$ cat src/rtl/cam_read_if.sv
// Camera-side inputs and frame-buffer write outputs of the camera capture block.
interface cam_read_if #(
    parameter int unsigned AW = 15
);
    logic          vsync;
    logic          href;
    logic [7:0]    px_data;
    logic [AW-1:0] mem_px_addr;
    logic [7:0]    mem_px_data;
    logic          px_wr;
    logic          frame_done;
    logic          overflow;

    modport master (
        output vsync, href, px_data,
        input  mem_px_addr, mem_px_data, px_wr, frame_done, overflow
    );

    modport slave (
        input  vsync, href, px_data,
        output mem_px_addr, mem_px_data, px_wr, frame_done, overflow
    );
endinterface

$ cat src/rtl/cam_read.sv
// Captures an RGB565 camera byte stream, converts to RGB332 and writes it
// sequentially into a IMG_W x IMG_H frame buffer.
module cam_read #(
    parameter int unsigned IMG_W = 160,
    parameter int unsigned IMG_H = 120,
    parameter int unsigned AW    = 15
) (
    input logic       pclk,
    input logic       rst,
    cam_read_if.slave cam
);
    localparam int unsigned CW = $clog2(IMG_W + 1);
    localparam int unsigned RW = $clog2(IMG_H + 1);
    localparam logic [CW-1:0] COL_LIM  = CW'(IMG_W);
    localparam logic [RW-1:0] ROW_LIM  = RW'(IMG_H);
    localparam logic [AW-1:0] ADDR_MAX = AW'(IMG_W * IMG_H - 1);

    typedef enum logic [1:0] {
        WAIT_FRAME,
        IDLE_LINE,
        BYTE1,
        BYTE2
    } state_e;

    state_e        state_q, state_d;
    logic          vsync_q;
    logic [7:0]    byte1_q, byte1_d;
    logic [CW-1:0] col_q, col_d;
    logic [RW-1:0] row_q, row_d;
    logic [AW-1:0] addr_q, addr_d;
    logic [7:0]    data_q, data_d;
    logic          wr_q, wr_d;
    logic          done_q, done_d;
    logic          ovf_q, ovf_d;
    logic          wrote_q, wrote_d;

    always_ff @(posedge pclk) begin
        if (!rst) begin
            state_q <= WAIT_FRAME;
            vsync_q <= 1'b0;
            byte1_q <= 8'd0;
            col_q   <= '0;
            row_q   <= '0;
            addr_q  <= '0;
            data_q  <= 8'd0;
            wr_q    <= 1'b0;
            done_q  <= 1'b0;
            ovf_q   <= 1'b0;
            wrote_q <= 1'b0;
        end else begin
            state_q <= state_d;
            vsync_q <= cam.vsync;
            byte1_q <= byte1_d;
            col_q   <= col_d;
            row_q   <= row_d;
            addr_q  <= addr_d;
            data_q  <= data_d;
            wr_q    <= wr_d;
            done_q  <= done_d;
            ovf_q   <= ovf_d;
            wrote_q <= wrote_d;
        end
    end

    always_comb begin
        state_d = state_q;
        byte1_d = byte1_q;
        col_d   = col_q;
        row_d   = row_q;
        addr_d  = addr_q;
        data_d  = data_q;
        wr_d    = 1'b0;
        done_d  = 1'b0;
        ovf_d   = ovf_q;
        wrote_d = wrote_q;

        // Address moves on only after the write it labels, and saturates at the last pixel.
        if (wr_q && (addr_q < ADDR_MAX)) begin
            addr_d = addr_q + AW'(1);
        end

        if ((state_q != WAIT_FRAME) && cam.vsync) begin
            state_d = WAIT_FRAME;
            done_d  = wrote_q;
        end else begin
            case (state_q)
                WAIT_FRAME: begin
                    if (vsync_q && !cam.vsync) begin
                        state_d = IDLE_LINE;
                        col_d   = '0;
                        row_d   = '0;
                        addr_d  = '0;
                        ovf_d   = 1'b0;
                        wrote_d = 1'b0;
                    end
                end
                IDLE_LINE: begin
                    if (cam.href) begin
                        byte1_d = cam.px_data;
                        state_d = BYTE2;
                    end
                end
                BYTE1: begin
                    if (cam.href) begin
                        byte1_d = cam.px_data;
                        state_d = BYTE2;
                    end else begin
                        if (row_q < ROW_LIM) row_d = row_q + RW'(1);
                        col_d   = '0;
                        state_d = IDLE_LINE;
                    end
                end
                BYTE2: begin
                    if (cam.href) begin
                        state_d = BYTE1;
                        if ((col_q < COL_LIM) && (row_q < ROW_LIM)) begin
                            data_d  = {byte1_q[7:5], byte1_q[2:0], cam.px_data[4:3]};
                            wr_d    = 1'b1;
                            wrote_d = 1'b1;
                            col_d   = col_q + CW'(1);
                        end else begin
                            ovf_d = 1'b1;
                        end
                    end else begin
                        // Line ended mid-pixel: the lone byte1 is dropped.
                        if (row_q < ROW_LIM) row_d = row_q + RW'(1);
                        col_d   = '0;
                        state_d = IDLE_LINE;
                    end
                end
                default: state_d = WAIT_FRAME;
            endcase
        end
    end

    assign cam.mem_px_addr = addr_q;
    assign cam.mem_px_data = data_q;
    assign cam.px_wr       = wr_q;
    assign cam.frame_done  = done_q;
    assign cam.overflow    = ovf_q;
endmodule

$ cat src/flat_wrapper.sv
// flat-port wrapper written by rule: the top's interface ports become plain ports
module cam_read_flat 
#(
    parameter int unsigned IMG_W = 160,
    parameter int unsigned IMG_H = 120,
    parameter int unsigned AW    = 15
)
  (pclk, rst, cam_vsync, cam_href, cam_px_data, cam_mem_px_addr, cam_mem_px_data, cam_px_wr, cam_frame_done, cam_overflow);
  cam_read_if #(.AW(AW)) cam_i ();
  input logic pclk;
  input logic rst;
  input wire logic [$bits(cam_i.vsync)-1:0] cam_vsync;
  input wire logic [$bits(cam_i.href)-1:0] cam_href;
  input wire logic [$bits(cam_i.px_data)-1:0] cam_px_data;
  output wire logic [$bits(cam_i.mem_px_addr)-1:0] cam_mem_px_addr;
  output wire logic [$bits(cam_i.mem_px_data)-1:0] cam_mem_px_data;
  output wire logic [$bits(cam_i.px_wr)-1:0] cam_px_wr;
  output wire logic [$bits(cam_i.frame_done)-1:0] cam_frame_done;
  output wire logic [$bits(cam_i.overflow)-1:0] cam_overflow;
  assign cam_i.vsync = cam_vsync;
  assign cam_i.href = cam_href;
  assign cam_i.px_data = cam_px_data;
  assign cam_mem_px_addr = cam_i.mem_px_addr;
  assign cam_mem_px_data = cam_i.mem_px_data;
  assign cam_px_wr = cam_i.px_wr;
  assign cam_frame_done = cam_i.frame_done;
  assign cam_overflow = cam_i.overflow;
  cam_read #(.IMG_W(IMG_W), .IMG_H(IMG_H), .AW(AW)) u_core (.pclk(pclk), .rst(rst), .cam(cam_i));
endmodule
$ cat config.mk
export PLATFORM = sky130hd
export DESIGN_NAME = cam_read_flat
export DESIGN_NICKNAME = d
export VERILOG_FILES = /design/src/rtl/cam_read_if.sv /design/src/rtl/cam_read.sv /design/src/flat_wrapper.sv
export SDC_FILE = /design/constraint.sdc
export NUM_CORES = 1
export LEC_CHECK = 0
export CAP_MARGIN = 25
export CORE_MARGIN = 1.5
export CORE_UTILIZATION = 35
export DETAILED_ROUTE_END_ITERATION = 16
export GPL_TIMING_DRIVEN = 0
export MAX_ROUTING_LAYER = met4
export SLEW_MARGIN = 20
export SYNTH_ARGS = -nofsm -noshare
export SYNTH_HDL_FRONTEND = slang
export SYNTH_SLANG_ARGS = --single-unit
export TNS_END_PERCENT = 30
$ cat constraint.sdc
create_clock -name pclk -period 4.7 [get_ports pclk]
set_clock_uncertainty 0.15 [all_clocks]
set_input_delay 1.175 -clock pclk [delete_from_list [all_inputs] [get_ports pclk]]
set_output_delay 1.175 -clock pclk [all_outputs]
set_load 0.01 [all_outputs]
* Word-level counts from Yosys, hierarchy flattened
Cells that the tools add are included.
** Operators by class
- Bitwise gates (word level) :: 4
- Order comparisons :: 3
- Eq/ne operators :: 12
- Multiplexer cells :: 26
- Reduce and logical (&&, ||, !) cells :: 22
- Add/sub/neg operators :: 3
** Operators with widths (count)
- $mux 15 :: 4
- $mux 8 :: 4
- $pmux 8 s3 :: 1
- $mux 7 :: 3
- $reduce_and 5->1 :: 4
- $add 15x1->15 const B :: 1
- $lt 15x15->1 const B :: 1
- $pmux 7 s2 :: 1
- $ne 2x2->1 const B :: 5
- $add 8x1->8 const B :: 1
- $lt 8x8->1 const B :: 1
- $mux 2 :: 4
- $pmux 2 s4 :: 1
- $add 7x1->7 const B :: 1
- $lt 7x7->1 const B :: 1
- $mux 1 :: 6
- $ne 2x1->1 const B :: 3
- $reduce_bool 2->1 :: 3
- $reduce_or 2->1 :: 3
- $eq 2x2->1 const B :: 2
- $logic_and 1x1->1 :: 4
- $not 1->1 :: 4
- $pmux 1 s2 :: 2
- $reduce_and 2->1 :: 2
- other kinds (8) :: 8
** Word-level totals
- Word-level logic and storage cells :: 81
- Bits of input ports :: 12
- Bits in registers :: 53
- Output and inout port bits :: 26

* Longest topological paths before layout
Gate-level depths: netlist (run 1).
- Depth in word-level cells :: 6
- Mapped depth :: 7
- Depth with buffers taken out :: 6

* Worst setup path before layout (run 1)
No wires, ideal clock.
- Path type :: input port to flip-flop
- Start point :: in cam_href
- End point :: reg u_core.row_q[3]
- Setup time :: 70 ps
- Data arrival time :: 2329 ps
- Cell stages on the path :: 4
- Data required time :: 4480 ps
- Path buffers :: 0
- Slack :: 2151 ps
- Cells stage by stage :: a41o_1 -> a2111o_1 -> or3_1 -> a21boi_1
** Between the ends
- Word-level cells in the longest chain between the ends :: 2
** RTL lines
- start, declared :: line flat_wrapper.sv:13 : input wire logic [$bits(cam_i.href)-1:0] cam_href;
- $ne 2x2->1 (no line)
- $reduce_and 5->1 (no line)
- end signal, assigned :: line cam_read.sv:55 : row_q <= row_d;
- end, declared :: line cam_read.sv:29 : logic [RW-1:0] row_q, row_d;
Every way passes these cells.
A chain may end at the register's enable or synchronous reset.

* Worst setup path after layout (run 1)
- Start point :: in cam_href
- End point :: reg u_core.row_q[5]
Same word-level chain as after synthesis.

==> results of run 1 <==
==> logic make-up after synthesis <==
kind of cell	synth area share, %
compound gates	16.4
fa+ha+maj	4.06
flops	41.4
simple gates	26.0
mux	8.93
buf+inv	3.25
==> worst max-delay path, cell delays in order <==
cell and delay [ns]:
clkdlybuf4s50_1 0.54, a41o_1 0.28, a2111oi_0 0.68, nand3_1 0.18
mux2i_1 0.16
==> path summary, 6_finish.rpt <==
check / startpoint / end / slack (ns) / cells past startpoint
worst max-delay path: cam_href / u_core.row_q[5]$_SDFFE_PN0P_ / 1.73 / 5
worst min-delay path: u_core.wrote_q$_SDFFE_PN0P_ / u_core.cam.frame_done$_SDFF_PN0_ / 0.29 / 2
worst max register to register: u_core.state_q[1]$_SDFFE_PP0P_ / u_core.col_q[1]$_SDFFE_PN0P_ / 2.31 / 7
worst min register to register: u_core.wrote_q$_SDFFE_PN0P_ / u_core.cam.frame_done$_SDFF_PN0_ / 0.29 / 2
==> power groups by stage <==
stage                     combinational, mW  clock [mW]  sequential, mW
after CTS                             0.154       0.281           0.459
after global routing                  0.173       0.298           0.461
after floorplan                       0.114           0           0.467
after global placement                0.151           0           0.469
after detailed placement              0.153           0           0.470
final                                 0.152       0.269           0.459
==> final cells by class <==
type / instances / area [um2]
inverters: 10 / 37.5
clock inverters: 3 / 27.5
multi-input cells: 205 / 1370
flip-flops and latches: 51 / 1020
clock buffers: 5 / 68.8
plain buffers: 10 / 42.5
repair buffers: 37 / 370
well taps: 96 / 120
fillers: 711 / 3740
==> sequential cells by signal, summed over array words and instances, names as in the netlist <==
signal,cells
u_core.cam.px_wr,1
u_core.cam.overflow,1
u_core.row_q,7
u_core.wrote_q,1
u_core.state_q,2
u_core.vsync_q,1
u_core.byte1_q,6
u_core.cam.mem_px_addr,15
u_core.cam.mem_px_data,8
u_core.cam.frame_done,1
u_core.col_q,8
==> synthesized netlist by cell type (all sizes together) (2+ instances only) <==
cell | n | share of area (%)
nand4 | 6 | 1.5
a2111o | 2 | 0.91
o21a | 4 | 1.2
nor3 | 3 | 0.61
or2 | 4 | 1.0
nand2b | 7 | 1.8
a21boi | 6 | 1.8
or4 | 11 | 3.3
o21ai | 11 | 2.2
o31ai | 8 | 2.4
and4 | 2 | 0.71
o41a | 2 | 0.96
clkbuf | 6 | 0.91
nand3 | 12 | 2.4
nor2 | 22 | 3.3
nand4b | 2 | 0.71
mux2i | 22 | 8.9
ha | 8 | 4.1
nor2b | 4 | 1.0
inv | 10 | 1.5
dfxtp | 51 | 41
and3 | 2 | 0.51
a21oi | 18 | 3.7
nor4 | 6 | 1.5
nand2 | 17 | 2.6
buf | 4 | 0.81
or3 | 11 | 2.8
==> stage by stage <==
step / hold slack [ns] / power (mW) / utilization, % / area, um2 / cells
2_1_floorplan: 0.259 / 0.581 / - / 2470 / 276
3_3_place_gp: 0.282 / 0.620 / 43.5 / 2960 / 409
3_5_place_dp: 0.286 / 0.622 / 43.5 / 2960 / 409
4_1_cts: 0.301 / 0.894 / 44.9 / 3050 / 417
5_1_grt: 0.328 / 0.932 / 44.9 / 3050 / 417
6_report: 0.291 / 0.880 / 44.9 / 3050 / 417
==> routing by layer <==
layer  global-route usage (%)  share of wire (%)  vias up
met2                     23.7                 47       34
met1                     18.1                 49      992
met3                     2.84                3.1        6
met5                        -                  0        -
met4                     3.52               0.99        0
li1                         -                  -     1120
==> flow_metrics.env, run 1 <==
export IMPL_die_area_um2=7560
export IMPL_num_rows=30
export IMPL_hpwl_mm=3.77
export IMPL_area_growth_pct=23.8
export IMPL_worstPathMaxFanout=8
export IMPL_hold_buffers=0
export IMPL_fmax_mhz=336
export IMPL_num_antenna_cells=0
export IMPL_p_switching_uw=257
export IMPL_layout_drive_gt1_share_pct=4.67
export IMPL_grt_max_degree=19
export IMPL_insertion_delay_ns=0.31
export IMPL_cap_violations=0
export IMPL_routabilityCongestion=0.796
export IMPL_clkPwrFrac_pct=30.5
export IMPL_ctsResizeCount=0
export IMPL_final_nets=340
export IMPL_synth_nets=296
export IMPL_fin_crit_ns=2.97
export IMPL_start_util_pct=36.3
export IMPL_slew_violations=0
export IMPL_routedWlPerCell_um=12.4
export IMPL_avgSynthCellArea_um2=8.94
export IMPL_setup_tns_final_ns=0
export IMPL_ir_worst_vdd_v=0.000172
export IMPL_die_h_um=86.9
export IMPL_clk_path_buf_depth=2
export IMPL_htree_levels=2
export IMPL_relSlewSlack_pct=49.4
export IMPL_cp_arrival_ns=3.03
export IMPL_ys_ff_latch=51
export IMPL_criticalPathCategory="primary input to register"
export IMPL_cts_buffers=5
export IMPL_core_area_um2=6790
export IMPL_ys_seq_area_share_pct=41.4
export IMPL_start_kind="primary input"
export IMPL_root_buffer="clkbuf_8"
export IMPL_cts_tree="built"
export IMPL_io_buffers=37
export IMPL_die_w_um=86.9
export IMPL_drt_initial_drc_count=78
export IMPL_drc=0
export IMPL_dr_pass1_iters=4
export IMPL_fin_ws_ns=1.73
export IMPL_netlist_area_um2=2470
export IMPL_swShare_pct=29.2
export IMPL_worst_pin_slew_ns=0.739
export IMPL_final_cell_mix="51 x dfxtp_1, 37 x clkdlybuf4s50_1, 22 x mux2i_1, 22 x nor2_1, 18 x a21oi_1"
export IMPL_crit_required_ns=4.75
export IMPL_mostFrequentLayoutCell="dfxtp_1"
export IMPL_rsz0062_at_grt="no"
export IMPL_seqPwrFrac_pct=52.2
export IMPL_path_clk_slew_ns=0.10
export IMPL_outcome="finished, final reports clean"
export IMPL_async_flop_share_pct=0
export IMPL_p_comb_share_pct=17.3
export IMPL_synth_edf_count=0
export IMPL_finalWirelength_mm=5.16
export IMPL_power_density_nw_per_um2=288
export IMPL_intPower_uw=623
export IMPL_hold_class="register to register"
export IMPL_io_pins=38
export IMPL_cts_sinks=51
export IMPL_min_period_over_period_pct=63.3
export IMPL_grt_pass1_wl_mm=8.63
export IMPL_grt_usage_pct=14.4
export IMPL_dr_total_vias=2152
export IMPL_grt_antenna_before_repair=0
export IMPL_ys_flop_type="dfxtp_1"
export IMPL_finalSetupViolations=0
export IMPL_syn_instance_count=276
export IMPL_drtAntennaViolNets=0
export IMPL_via_per_inst=5.16
export IMPL_grt_pass1_vias=1918
export IMPL_worstSetupEndpointType="register"
export IMPL_cts_setup_buffers=0
export IMPL_p_leak_nw=1.07
export IMPL_place_ws_ns=1.36
export IMPL_yosysWarnings=0
export IMPL_grt_overflow_total=0
export IMPL_synth_cell_types=46
export IMPL_hold_viol=0
(Power assumes the default switching activity.)
==> run 2: changes to the inputs <==
==> constraint.sdc (replaced) <==
create_clock -name pclk -period 2.5 [get_ports pclk]
set_clock_uncertainty 0.15 [all_clocks]
set_input_delay 0.625 -clock pclk [delete_from_list [all_inputs] [get_ports pclk]]
set_output_delay 0.625 -clock pclk [all_outputs]
set_load 0.01 [all_outputs]
==> flow_metrics.env, run 2 (same netlist as run 1, synthesis figures left out) <==
export IMPL_drc=0
export IMPL_rsz0062_at_grt="yes"
export IMPL_start_kind="register"
export IMPL_io_pins=38
export IMPL_crit_chain="inv_1 -> ha_1 -> nor2b_1 -> a2111o_1 -> buf_2 -> or4_1 -> a21oi_1"
export IMPL_finalWirelength_mm=5.16
export IMPL_critPathTopFamily="simple AND/OR/NAND/NOR gates"
export IMPL_slew_violations=0
export IMPL_hold_viol=0
export IMPL_final_nets=340
export IMPL_min_period_over_period_pct=94.9
export IMPL_mostFrequentLayoutCell="dfxtp_1"
export IMPL_die_w_um=86.9
export IMPL_clk_path_buf_depth=2
export IMPL_fin_crit_ns=2.37
export IMPL_relSlewSlack_pct=61.3
export IMPL_die_area_um2=7560
export IMPL_core_area_um2=6790
export IMPL_cts_tree="built"
export IMPL_critPathSlowestCell="dfxtp_1"
export IMPL_cts_buffers=5
export IMPL_finalSetupViolations=0
export IMPL_drt_initial_drc_count=74
export IMPL_io_buffers=37
export IMPL_fmax_mhz=421
export IMPL_grt_antenna_before_repair=0
export IMPL_die_h_um=86.9
export IMPL_worst_pin_slew_ns=0.579
export IMPL_start_util_pct=36.3
export IMPL_ir_worst_vdd_v=0.000323
export IMPL_outcome="finished, final reports clean"
export IMPL_grt_usage_pct=14.4
export IMPL_hpwl_mm=3.77
export IMPL_cts_sinks=51
export IMPL_cap_violations=0
export IMPL_ctsResizeCount=0
export IMPL_routedWlPerCell_um=12.4
export IMPL_p_leak_nw=1.08
export IMPL_cts_setup_buffers=0
export IMPL_dr_pass1_iters=4
export IMPL_num_rows=30
export IMPL_hold_class="register to register"
export IMPL_grt_max_degree=19
export IMPL_routabilityCongestion=0.796
export IMPL_setup_tns_final_ns=0
export IMPL_power_density_nw_per_um2=542
export IMPL_cp_arrival_ns=2.47
export IMPL_grt_pass1_wl_mm=8.63
export IMPL_worst_path_buf_inv=2
export IMPL_largest_register_ffs=15
export IMPL_root_buffer="clkbuf_8"
export IMPL_via_per_inst=5.16
export IMPL_hold_buffers=0
export IMPL_grt_overflow_total=0
export IMPL_layout_drive_gt1_share_pct=4.98
export IMPL_final_cell_mix="50 x dfxtp_1, 36 x clkdlybuf4s50_1, 22 x mux2i_1, 22 x nor2_1, 18 x a21oi_1"
export IMPL_crit_required_ns=2.59
export IMPL_insertion_delay_ns=0.31
export IMPL_criticalPathCategory="register to register"
export IMPL_slowest_delay_ns=0.45
export IMPL_num_antenna_cells=0
export IMPL_worstPathMaxFanout=10
export IMPL_power_mw=1.66
export IMPL_htree_levels=2
export IMPL_grt_pass1_vias=1918
export IMPL_path_clk_slew_ns=0.10
export IMPL_dr_total_vias=2151
export IMPL_drtAntennaViolNets=0
export IMPL_area_growth_pct=24.0
export IMPL_worstSetupEndpointType="register"
[run 2: cell count changes in the layout (fill, tap and decap cells not counted), sizes merged]
cell,change
clkdlybuf4s50,-1
dlymetal6s2s,+1
[run 2: through the flow]
stage | cell area [um2] | hold slack [ns] | setup slack [ns] | util [%] | cells
after floorplan | 2470 | 0.259 | 0.389 | - | 276
after global placement | 2960 | 0.282 | -0.319 | 43.5 | 409
after detailed placement | 2960 | 0.286 | -0.286 | 43.5 | 409
after CTS | 3050 | 0.301 | 0.0414 | 44.9 | 417
after global routing | 3060 | 0.328 | -0.0185 | 45.0 | 417
final | 3060 | 0.291 | 0.127 | 45.0 | 417
[run 2: final timing paths]
kind,from,depth (start not counted),to,slack [ns]
hold / removal,u_core.wrote_q$_SDFFE_PN0P_,2,u_core.cam.frame_done$_SDFF_PN0_,0.29
setup / recovery,u_core.state_q[0]$_SDFFE_PP0P_,7,u_core.col_q[1]$_SDFFE_PN0P_,0.13
hold reg to reg,u_core.wrote_q$_SDFFE_PN0P_,2,u_core.cam.frame_done$_SDFF_PN0_,0.29
setup reg to reg,u_core.state_q[0]$_SDFFE_PP0P_,7,u_core.col_q[1]$_SDFFE_PN0P_,0.13
[run 2: tightest hold or removal path: stages, from the launching register on]
cell and delay, ns:
dfxtp_1 0.32, nand2_1 0.05, nor2_1 0.03
[run 2: final cells by class]
cell class	count	area [um2]
Sequential cell	51	1020
Clock inverter	3	27.5
Inverter	10	37.5
Buffer	10	42.5
Timing Repair Buffer	37	373
Tap cell	96	120
Multi-Input combinational cell	205	1370
Clock buffer	5	68.8
Fill cell	711	3740
[run 2: per-layer routing]
metal	vias to the layer above	GRT usage, %	wire length [um]
met2	34	23.7	2400
li1	1120	-	-
met1	991	18.1	2540
met4	0	3.52	51
met3	6	2.84	162
met5	-	-	0
[run 2: report_power, final]
group / leakage, nW / switching, mW / internal (mW)
Clock: 0.0467 / 0.297 / 0.208
Combinational: 0.618 / 0.164 / 0.123
Sequential: 0.412 / 0.0234 / 0.841
